## config.mk

```make
export PLATFORM = sky130hd
export DESIGN_NAME = mem_access_unit
export DESIGN_NICKNAME = d
export VERILOG_FILES = /design/src/rtl/mem_access_unit_pkg.sv /design/src/rtl/mem_access_unit_load_extend.sv /design/src/rtl/mem_access_unit.sv
export SDC_FILE = /design/constraint.sdc
export NUM_CORES = 1
export LEC_CHECK = 0
export ABC_AREA = 1
export CORE_ASPECT_RATIO = 1.2
export CORE_MARGIN = 5
export CORE_UTILIZATION = 46
export CTS_CLUSTER_DIAMETER = 120
export DETAILED_ROUTE_END_ITERATION = 16
export PLACE_DENSITY = 0.93
export SLEW_MARGIN = 15
export SYNTH_ARGS = -nofsm -noshare
export SYNTH_HDL_FRONTEND = slang
export SYNTH_SLANG_ARGS = --single-unit
```

## constraint.sdc

```tcl
create_clock -name clk -period 1.9 [get_ports clk]
set_clock_uncertainty 0.05 [all_clocks]
set_input_delay 0.475 -clock clk [delete_from_list [all_inputs] [get_ports clk]]
set_output_delay 0.475 -clock clk [all_outputs]
set_load 0.01 [all_outputs]
```

## src/rtl/mem_access_unit_pkg.sv

```systemverilog
// Shared definitions for the memory-access stage: word widths, RISC-V
// load/store funct3 encodings, FSM state encodings and a legality helper.
package mem_access_unit_pkg;

    localparam int WORD_DATA    = 32;
    localparam int WORD_ADDR    = 32;
    localparam int REGS_ADDR    = 5;
    localparam int RISCV_FUNCT3 = 3;

    // Load funct3 encodings; SB/SH/SW share the LB/LH/LW values.
    localparam logic [RISCV_FUNCT3-1:0] F3_LB  = 3'b000;
    localparam logic [RISCV_FUNCT3-1:0] F3_LH  = 3'b001;
    localparam logic [RISCV_FUNCT3-1:0] F3_LW  = 3'b010;
    localparam logic [RISCV_FUNCT3-1:0] F3_LBU = 3'b100;
    localparam logic [RISCV_FUNCT3-1:0] F3_LHU = 3'b101;

    typedef enum logic [1:0] {
        MEM_ST_IDLE = 2'd0,
        MEM_ST_REQ  = 2'd1,
        MEM_ST_RESP = 2'd2,
        MEM_ST_DONE = 2'd3
    } mem_state_e;

    // Stores only have the three signed encodings; loads add the unsigned pair.
    function automatic logic f3_legal(input logic we, input logic [RISCV_FUNCT3-1:0] f3);
        logic ok;
        ok = 1'b0;
        case (f3)
            F3_LB, F3_LH, F3_LW: ok = 1'b1;
            F3_LBU, F3_LHU:      ok = ~we;
            default:             ok = 1'b0;
        endcase
        return ok;
    endfunction

endpackage

```

## src/rtl/mem_access_unit_load_extend.sv

```systemverilog
// mem_load_extend: picks the addressed byte/half out of a read word and
// sign- or zero-extends it according to the load funct3.
module mem_load_extend
    import mem_access_unit_pkg::*;
(
    input  logic [WORD_DATA-1:0]    rdata_i,
    input  logic [1:0]              addr_lo_i,
    input  logic [RISCV_FUNCT3-1:0] funct3_i,
    output logic [WORD_DATA-1:0]    data_o
);

    logic [7:0]  byte_sel;
    logic [15:0] half_sel;

    // Lane selection followed by extension; pure function of the inputs.
    always_comb begin
        // NOTE: every always_comb output gets a default first so no path can infer a latch.
        byte_sel = rdata_i[7:0];
        half_sel = addr_lo_i[1] ? rdata_i[31:16] : rdata_i[15:0];
        data_o   = '0;
        case (addr_lo_i)
            2'd0:    byte_sel = rdata_i[7:0];
            2'd1:    byte_sel = rdata_i[15:8];
            2'd2:    byte_sel = rdata_i[23:16];
            default: byte_sel = rdata_i[31:24];
        endcase
        case (funct3_i)
            F3_LB:   data_o = {{24{byte_sel[7]}}, byte_sel};
            F3_LH:   data_o = {{16{half_sel[15]}}, half_sel};
            F3_LW:   data_o = rdata_i;
            F3_LBU:  data_o = {24'd0, byte_sel};
            F3_LHU:  data_o = {16'd0, half_sel};
            default: data_o = '0;
        endcase
    end

endmodule

```

## src/rtl/mem_access_unit.sv

```systemverilog
// mem_access_unit: MEM stage between EX/MEM and write-back. Accepts one
// load/store, runs a single-outstanding req/gnt/rvalid bus transaction,
// stalls upstream until it retires and pulses the load result.
// Optional feature: define MEM_ALIGN_CHECK_EN to flag misaligned half/word
// accesses as errors instead of silently ignoring the low address bits.
module mem_access_unit
    import mem_access_unit_pkg::*;
(
    input  logic                    clk,
    input  logic                    rst_n,
    input  logic                    exmem2mem_valid_i,
    input  logic                    exmem2mem_mem_en_i,
    input  logic                    exmem2mem_we_i,
    input  logic                    exmem2mem_wb_en_i,
    input  logic [RISCV_FUNCT3-1:0] exmem2mem_funct3_i,
    input  logic [WORD_ADDR-1:0]    exmem2mem_addr_i,
    input  logic [WORD_DATA-1:0]    exmem2mem_data_i,
    input  logic [REGS_ADDR-1:0]    exmem2mem_rd_i,
    output logic                    mem2cu_stall_o,
    output logic                    mem2bus_req_o,
    output logic                    mem2bus_we_o,
    output logic [WORD_ADDR-1:0]    mem2bus_addr_o,
    output logic [WORD_DATA-1:0]    mem2bus_wdata_o,
    output logic [3:0]              mem2bus_wstrb_o,
    input  logic                    bus2mem_gnt_i,
    input  logic                    bus2mem_rvalid_i,
    input  logic [WORD_DATA-1:0]    bus2mem_rdata_i,
    output logic                    mem2wb_valid_o,
    output logic [REGS_ADDR-1:0]    mem2wb_rd_o,
    output logic [WORD_DATA-1:0]    mem2wb_data_o,
    output logic                    mem2cu_err_o
);

    mem_state_e                state_q, state_d;
    logic                      we_q, we_d;
    logic                      wb_en_q, wb_en_d;
    logic                      err_q, err_d;
    logic [RISCV_FUNCT3-1:0]   funct3_q, funct3_d;
    logic [WORD_ADDR-1:0]      addr_q, addr_d;
    logic [WORD_DATA-1:0]      wdata_q, wdata_d;
    logic [3:0]                wstrb_q, wstrb_d;
    logic [REGS_ADDR-1:0]      rd_q, rd_d;
    logic [WORD_DATA-1:0]      ld_data_q, ld_data_d;

    logic                      accept;
    logic                      acc_err;
    logic                      misaligned;
    logic [WORD_DATA-1:0]      st_wdata;
    logic [3:0]                st_wstrb;
    logic [WORD_DATA-1:0]      ext_data;

    assign accept = (state_q == MEM_ST_IDLE) & exmem2mem_valid_i & exmem2mem_mem_en_i;

    // Decode the incoming access: error flag and store lane placement.
    always_comb begin
        misaligned = 1'b0;
        st_wdata   = '0;
        st_wstrb   = 4'b0000;
`ifdef MEM_ALIGN_CHECK_EN
        case (exmem2mem_funct3_i[1:0])
            2'b01:   misaligned = exmem2mem_addr_i[0];
            2'b10:   misaligned = |exmem2mem_addr_i[1:0];
            default: misaligned = 1'b0;
        endcase
`endif
        acc_err = ~f3_legal(exmem2mem_we_i, exmem2mem_funct3_i) | misaligned;
        if (exmem2mem_we_i) begin
            case (exmem2mem_funct3_i[1:0])
                2'b00: begin
                    st_wdata = {4{exmem2mem_data_i[7:0]}};
                    st_wstrb = 4'b0001 << exmem2mem_addr_i[1:0];
                end
                2'b01: begin
                    st_wdata = {2{exmem2mem_data_i[15:0]}};
                    st_wstrb = 4'b0011 << {exmem2mem_addr_i[1], 1'b0};
                end
                default: begin
                    st_wdata = exmem2mem_data_i;
                    st_wstrb = 4'b1111;
                end
            endcase
        end
    end

    mem_load_extend u_load_extend (
        .rdata_i   (bus2mem_rdata_i),
        .addr_lo_i (addr_q[1:0]),
        .funct3_i  (funct3_q),
        .data_o    (ext_data)
    );

    // Next-state and captured-access logic for the IDLE/REQ/RESP/DONE FSM.
    always_comb begin
        state_d   = state_q;
        we_d      = we_q;
        wb_en_d   = wb_en_q;
        err_d     = err_q;
        funct3_d  = funct3_q;
        addr_d    = addr_q;
        wdata_d   = wdata_q;
        wstrb_d   = wstrb_q;
        rd_d      = rd_q;
        ld_data_d = ld_data_q;
        case (state_q)
            MEM_ST_IDLE: begin
                if (accept) begin
                    we_d     = exmem2mem_we_i;
                    wb_en_d  = exmem2mem_wb_en_i;
                    err_d    = acc_err;
                    funct3_d = exmem2mem_funct3_i;
                    addr_d   = exmem2mem_addr_i;
                    wdata_d  = st_wdata;
                    wstrb_d  = st_wstrb;
                    rd_d     = exmem2mem_rd_i;
                    state_d  = acc_err ? MEM_ST_DONE : MEM_ST_REQ;
                end
            end
            MEM_ST_REQ: begin
                if (bus2mem_gnt_i) begin
                    state_d = we_q ? MEM_ST_DONE : MEM_ST_RESP;
                end
            end
            MEM_ST_RESP: begin
                if (bus2mem_rvalid_i) begin
                    ld_data_d = ext_data;
                    state_d   = MEM_ST_DONE;
                end
            end
            default: begin
                state_d = MEM_ST_IDLE;
            end
        endcase
    end

    // State and captured-access registers; reset clears everything.
    always_ff @(posedge clk or negedge rst_n) begin
        // NOTE: the data registers are reset too, since they drive ports that must read 0 in reset.
        if (!rst_n) begin
            state_q   <= MEM_ST_IDLE;
            we_q      <= 1'b0;
            wb_en_q   <= 1'b0;
            err_q     <= 1'b0;
            funct3_q  <= '0;
            addr_q    <= '0;
            wdata_q   <= '0;
            wstrb_q   <= '0;
            rd_q      <= '0;
            ld_data_q <= '0;
        end else begin
            // NOTE: sequential state uses non-blocking assignments so all registers update together.
            state_q   <= state_d;
            we_q      <= we_d;
            wb_en_q   <= wb_en_d;
            err_q     <= err_d;
            funct3_q  <= funct3_d;
            addr_q    <= addr_d;
            wdata_q   <= wdata_d;
            wstrb_q   <= wstrb_d;
            rd_q      <= rd_d;
            ld_data_q <= ld_data_d;
        end
    end

    // Stall covers the accept cycle and every busy state except DONE.
    assign mem2cu_stall_o  = ((state_q == MEM_ST_REQ) | (state_q == MEM_ST_RESP)) | accept;
    assign mem2bus_req_o   = (state_q == MEM_ST_REQ);
    assign mem2bus_we_o    = (state_q == MEM_ST_REQ) & we_q;
    assign mem2bus_addr_o  = {addr_q[WORD_ADDR-1:2], 2'b00};
    assign mem2bus_wdata_o = wdata_q;
    assign mem2bus_wstrb_o = (state_q == MEM_ST_REQ) ? wstrb_q : 4'b0000;

    assign mem2wb_valid_o  = (state_q == MEM_ST_DONE) & ~we_q & wb_en_q & ~err_q & (rd_q != '0);
    assign mem2wb_rd_o     = rd_q;
    assign mem2wb_data_o   = ld_data_q;
    assign mem2cu_err_o    = (state_q == MEM_ST_DONE) & err_q;

endmodule
```

==> impl_metrics.json, run 1 <==
{
  "worst_pin_slew_ns": 0.556,
  "failed_checks": "setup timing",
  "finalSetupViolCount": 7,
  "die_h_um": 137,
  "crit_fanout": 7,
  "synth_area_um2": 6160,
  "comb_power_share_pct": 47.6,
  "cp_common_cell": "buf_6",
  "clkPwrFrac_pct": 23.2,
  "row_count": 46,
  "post-route-min-period_ns": 1.94,
  "avgSynthCellArea_um2": 7.08,
  "cts_sinks": 113,
  "crit_slowest_cell": "dfrtp_1",
  "die_area_um2": 15800,
  "hold_path.class": "reg2reg",
  "switching_share_pct": 38.6,
  "slew_headroom_pct": 62.8,
  "numCtsBuffers": 17,
  "diodes": 0,
  "pwr-share-seq_pct": 29.2,
  "synth_top_area_share_pct": 45.9,
  "root_buffer": "clkbuf_16",
  "crit_buf_inv": 3,
  "crit_type": "reg2out",
  "ys.flop_type": "dfrtp_1",
  "setup_ws_ns": -0.0379,
  "grt_pass1_wl_mm": 31.2,
  "fillers": 980,
  "first_iter_violations": 632,
  "area_growth_syn_to_layout_pct": 49.6,
  "ys_seq_area_share_pct": 45.9,
  "start_util_pct": 46.8,
  "ys_top_cells_by_area": "dfrtp_1, nand2_1, inv_1, nand3_1, buf_4",
  "avgViaCountPerCell": 5.05,
  "grtUsageTotal_pct": 25.4,
  "switchingPower_w": 0.00565,
  "clk_pin_slew_worst_paths_ns": 0.06,
  "rsz0062_at_grt": "true",
  "p_int_w": 0.00897,
  "vias": 6363,
  "crit_arrival_ns": 1.41,
  "slowest_delay_ns": 0.42,
  "grt_pass1_vias": 6326,
  "layout_worst_path_cycle_share_pct": 102,
  "fp.dieW_um": 116,
  "synth_edf_count": 0,
  "hold_viol": 0,
  "antenna_found_initial": 0,
  "dr.pass1.iters": 5,
  "grt_max_degree": 39,
  "ys_warn_count": 0,
  "clock_path_buffers": 2,
  "cts_tree": "done",
  "post-place-ws_ns": -0.281,
  "core_um2": 13200,
  "layout.nets": 1197,
  "drv_cap": 0,
  "critical_path.top_delay_family": "flip-flops",
  "ios": 222,
  "gp_congestion": 0.905,
  "synth-seq-cells": 113,
  "status": "finished, violations left",
  "required_ns": 1.37,
  "drc": 0,
  "ant_nets": 0,
  "cellPowerDensity_nw_per_um2": 1590,
  "syn_inst": 871,
  "drive_above_1_share_pct": 10.9,
  "power.leakage_nw": 5.04,
  "yosysTopAreaCell": "dfrtp_1",
  "critical_path.endpoint_type": "output port",
  "tns_ns": -0.115,
  "h-tree-depth": 4,
  "finalWirelength_mm": 20.0,
  "grt-ovfl-total": 0,
  "max_freq_mhz": 516,
  "crit_chain": "buf_6, ha_4, buf_4, buf_6",
  "peakVddDrop_mv": 1.05,
  "port_buffers": 219,
  "hpwl_mm": 14.3,
  "async_flop_share_pct": 100,
  "ys_types": 26,
  "clk_latency_ns": 0.41,
  "post_drt_wl_per_cell_um": 15.9,
  "critPathLaunchType": "flop",
  "finalMaxSlewViolations": 0
}
worst paths after layout:
| path | from | to | slack [ns] | depth (start not counted) |
|---|---|---|---|---|
| setup / recovery | state_q[0] | mem2bus_req_o | -0.04 | 4 |
| hold / removal | mem2bus_wdata_o[26] | mem2bus_wdata_o[26] | 0.43 | 2 |
| setup reg to reg | state_q[1] | addr_q[17] | 0.10 | 9 |
| hold reg to reg | mem2bus_wdata_o[26] | mem2bus_wdata_o[26] | 0.43 | 2 |
| max in group asynchronous | rst_n | addr_q[26] | 0.64 | 3 |
| min in group asynchronous | rst_n | mem2bus_wdata_o[7] | 0.54 | 2 |
metrics by stage:
stage / hold WS (ns) / cells / cell area [um^2] / total power, W / util, %
2_1_floorplan: 0.129 / 872 / 6170 / 0.00799 / -
3_3_place_gp: 0.373 / 1225 / 8450 / 0.0108 / 64.1
3_5_place_dp: 0.374 / 1225 / 8450 / 0.0110 / 64.1
4_1_cts: 0.431 / 1260 / 9110 / 0.0146 / 69.1
5_1_grt: 0.447 / 1261 / 9220 / 0.0156 / 69.9
6_report: 0.427 / 1261 / 9220 / 0.0146 / 69.9
layer usage:
layer  vias up  GRT usage, %  part of all wire, %
met5         -             0                    0
met4         0          8.45                  2.5
met3        38          9.16                   11
met2       375          43.4                   50
met1      2910          29.5                   37
li1       3040             -                    -
Yosys cell counts (4+ instances only):
| master | count |
|---|---|
| o21ai_0 | 36 |
| a22oi_1 | 7 |
| clkbuf_1 | 10 |
| a21oi_1 | 12 |
| nor2_1 | 64 |
| nand2_1 | 403 |
| ha_1 | 5 |
| inv_1 | 77 |
| dfrtp_1 | 113 |
| nand3_1 | 53 |
| buf_1 | 4 |
| buf_6 | 4 |
| nor2_4 | 4 |
| or2_2 | 8 |
| nand2_2 | 4 |
| buf_4 | 35 |
| buf_2 | 18 |
repair_timing:
action | 4_1_cts | 5_1_grt
resized for setup | 54 | 38
setup buffers | 2 | 1
hold endpoints to repair | 24 | 0
pin swaps | 2 | 3
setup endpoints to repair | 14 | 47
hold buffers | 1 | 0
worst reg2reg max path: cells and delay by family (launching register included):
kind	cells	cell delay, ns
adders and majority gates	1	0.17
buffers and inverters	5	0.80
DFF	1	0.37
and+or+nand+nor	3	0.30
cells in the final DEF, fill, tap and decap left out, types with 3 or more instances in the layout:
cell and n:
a21oi_1 12, a22oi_1 7, buf_12 4, buf_4 34, buf_6 12, bufinv_16 3
clkbuf_16 17, clkdlybuf4s50_1 187, clkinv_4 3, dfrtp_1 113, dlygate4sd2_1 4, dlymetal6s2s_1 18
ha_4 3, inv_1 70, inv_2 10, inv_6 4, inv_8 3, nand2_1 400
nand2_2 7, nand3_1 53, nor2_1 64, nor2_4 4, o21ai_0 36, or2_2 8
cell type report:
class | count | area, um^2 | area share, %
Sequential cell | 113 | 2830 | 30.7
Multi-Input combinational cell | 608 | 2640 | 28.7
Timing Repair Buffer | 260 | 2610 | 28.3
Clock buffer | 17 | 425 | 4.62
Inverter | 80 | 300 | 3.26
Tap cell | 168 | 210 | 2.28
Clock inverter | 15 | 200 | 2.17
power groups by stage:
stage               combinational, W  sequential (W)  clock [W]
floorplan                    0.00357         0.00443          0
CTS                          0.00690         0.00426    0.00344
finish                       0.00696         0.00427    0.00339
global route                 0.00764         0.00441    0.00356
global placement             0.00659         0.00423          0
detailed placement           0.00679         0.00424          0
cell families after synthesis:
group	after synthesis	share of synthesized area (%)
and+or+nand+nor	545	36.0
buffers and inverters	151	12.2
DFF	113	45.9
AOI/OAI and AO/OA	56	4.87
adders and majority gates	5	1.02
other	1	0.0608
flip-flops by register name (all words and copies together), names as in the netlist:
| register | flops |
|---|---|
| addr_q | 32 |
| mem2bus_wdata_o | 32 |
| mem2wb_data_o | 32 |
| mem2wb_rd_o | 5 |
| wstrb_q | 4 |
| funct3_q | 3 |
| state_q | 2 |
| err_q | 1 |
| wb_en_q | 1 |
| we_q | 1 |
(Power assumes the default switching activity.)
==> run 2, diff against run 1 <==
- CORE_ASPECT_RATIO: 1.2 -> not set
- PLACE_DENSITY: 0.93 -> 0.84
- RECOVER_POWER: not set -> 50
==> run 2 against run 1 <==
Via count shrank 1.5%. Routed wire length shrank 4.0%. Highest routed layer unchanged. Combinational power shrank 3.2%. Largest cell class unchanged. Cell count grew 0.48%. Fmax grew 0.74%. Sequential share of layout area grew 0.60 points. Setup slack gained 0.014 ns. Critical endpoint is now mem2bus_wstrb_o[3]. The run still ends with setup timing left. Clock power shrank 8.8%.
==> impl_metrics.json, run 2 (synthesized netlist as in run 1, its figures left out) <==
{
  "ff2ff_setup_slack_ns": 0.14,
  "area_growth_syn_to_layout_pct": 46.8,
  "hold_path.class": "reg2reg",
  "die_area_um2": 15800,
  "drv_cap": 0,
  "post-route-min-period_ns": 1.92,
  "fillers": 1089,
  "finalWirelength_mm": 19.2,
  "cellPowerDensity_nw_per_um2": 1560,
  "power.leakage_nw": 4.75,
  "diodes": 0,
  "antenna_found_initial": 0,
  "ios": 222,
  "grt_pass1_wl_mm": 31.0,
  "grtUsageTotal_pct": 24.3,
  "ant_nets": 0,
  "grt_max_degree": 45,
  "r2r-start": "state_q[1]",
  "hpwl_mm": 13.4,
  "most-common-layout-cells": "nand2_1, clkdlybuf4s50_1, dfrtp_1",
  "post_drt_wl_per_cell_um": 15.2,
  "worstHoldStart": "mem2wb_data_o[5]",
  "start_util_pct": 46.7,
  "min_path_cells": 2,
  "port_buffers": 219,
  "grt-ovfl-total": 0,
  "critPathLaunchType": "flop",
  "h-tree-depth": 4,
  "clock_path_buffers": 2,
  "hold_viol": 0,
  "setup_ws_ns": -0.0236,
  "critical_path.endpoint_type": "output port",
  "vias": 6270,
  "slew_headroom_pct": 34.6,
  "finalSetupViolCount": 8,
  "status": "finished, violations left",
  "failed_checks": "setup timing",
  "power.total_w": 0.0141,
  "die_h_um": 126,
  "crit_type": "reg2out",
  "finalMaxSlewViolations": 0,
  "first_iter_violations": 735,
  "cts_tree": "done",
  "row_count": 42,
  "drive_above_1_share_pct": 10.2,
  "core_um2": 13200,
  "final_util_pct": 68.6,
  "required_ns": 1.37,
  "fp.dieW_um": 126,
  "worst_pin_slew_ns": 0.981,
  "cts_sinks": 113,
  "gp_congestion": 0.923,
  "min_to": "mem2wb_data_o[5]",
  "peakVddDrop_mv": 1.04,
  "numCtsBuffers": 17,
  "max_freq_mhz": 520,
  "avgViaCountPerCell": 4.95,
  "layout.nets": 1196,
  "final_common_cell": "nand2_1",
  "reg2reg_to": "state_q[0]",
  "clk_pin_slew_worst_paths_ns": 0.05,
  "crit_fanout": 7,
  "dr.pass1.iters": 5,
  "root_buffer": "clkbuf_16",
  "layout_worst_path_cycle_share_pct": 101,
  "grt_pass1_vias": 6322,
  "reg2reg_depth": 10,
  "drc": 0,
  "clk_latency_ns": 0.42,
  "crit_arrival_ns": 1.40,
  "rsz0062_at_grt": "true"
}
==> run 2: cell types whose count changed in the layout (fill, tap and decap cells not counted), moves of 4 or more <==
cell / before / now
buf_4: 34 / 27
clkbuf_1: 0 / 13
clkdlybuf4s25_1: 0 / 6
clkinv_2: 0 / 6
dlymetal6s2s_1: 18 / 0
inv_2: 10 / 6
inv_6: 4 / 0
==> run 2: where the power goes <==
part           switching (W)  leakage [nW]  internal, W  total, W
Combinational        0.00353          3.02      0.00321   0.00674
Clock                0.00112         0.281      0.00197   0.00309
Sequential          0.000779          1.44      0.00353   0.00430
Total                0.00543          4.75      0.00871    0.0141
==> run 2: metal layers <==
layer,part of all wire (%),vias up,track usage (%)
li1,-,3030,-
met1,39,2896,29.0
met2,48,300,40.1
met3,11,44,9.02
met4,2.6,0,9.40
met5,0,-,0
==> run 2: critical path: stages (launching register included) <==
cell	delay, ns
dfrtp_1	0.42
buf_6	0.14
ha_4	0.18
nand2_1	0.07
inv_1	0.05
buf_6	0.12
==> run 2: cell type report <==
type	instances	area, um^2	area share [%]
multi-input combinational	608	2640	29.2
sequential	113	2830	31.3
clock inverter	11	114	1.26
inverter	80	303	3.35
tap	176	220	2.43
timing repair buffer	259	2480	27.5
clock buffer	20	457	5.05
==> run 2: per-stage QoR <==
stage          area (um^2)  setup TNS (ns)  setup slack [ns]  hold slack, ns  cells
5_1_grt               9040          -0.703           -0.0870           0.442   1267
4_1_cts               9090          -0.312           -0.0490           0.424   1265
3_3_place_gp          8450          -14.05            -0.283           0.317   1230
3_5_place_dp          8450          -15.67            -0.279           0.321   1230
2_1_floorplan         6170               0             0.110           0.129    872
6_report              9040          -0.117           -0.0236           0.426   1267
==> run 2: how the worst max path moves through the flow <==
| stage | start | to | cells past startpoint |
|---|---|---|---|
| after detailed placement | exmem2mem_mem_en_i | mem2cu_stall_o | 4 |
| final | state_q[0] | mem2bus_wstrb_o[3] | 5 |
| after CTS | state_q[0] | mem2bus_wstrb_o[3] | 5 |
| after global routing | state_q[0] | mem2bus_wstrb_o[2] | 5 |
| after floorplan | state_q[0] | mem2cu_stall_o | 6 |
| after global placement | exmem2mem_mem_en_i | mem2cu_stall_o | 4 |
==> run 2: what timing repair did <==
item                       in CTS  in global routing
pin swaps                       5                  3
setup endpoints to repair      40                 99
hold endpoints to repair       14                  0
gates cloned                    0                  0
setup buffers                   3                  2
hold buffers                    1                  0
resized for setup              64                 27
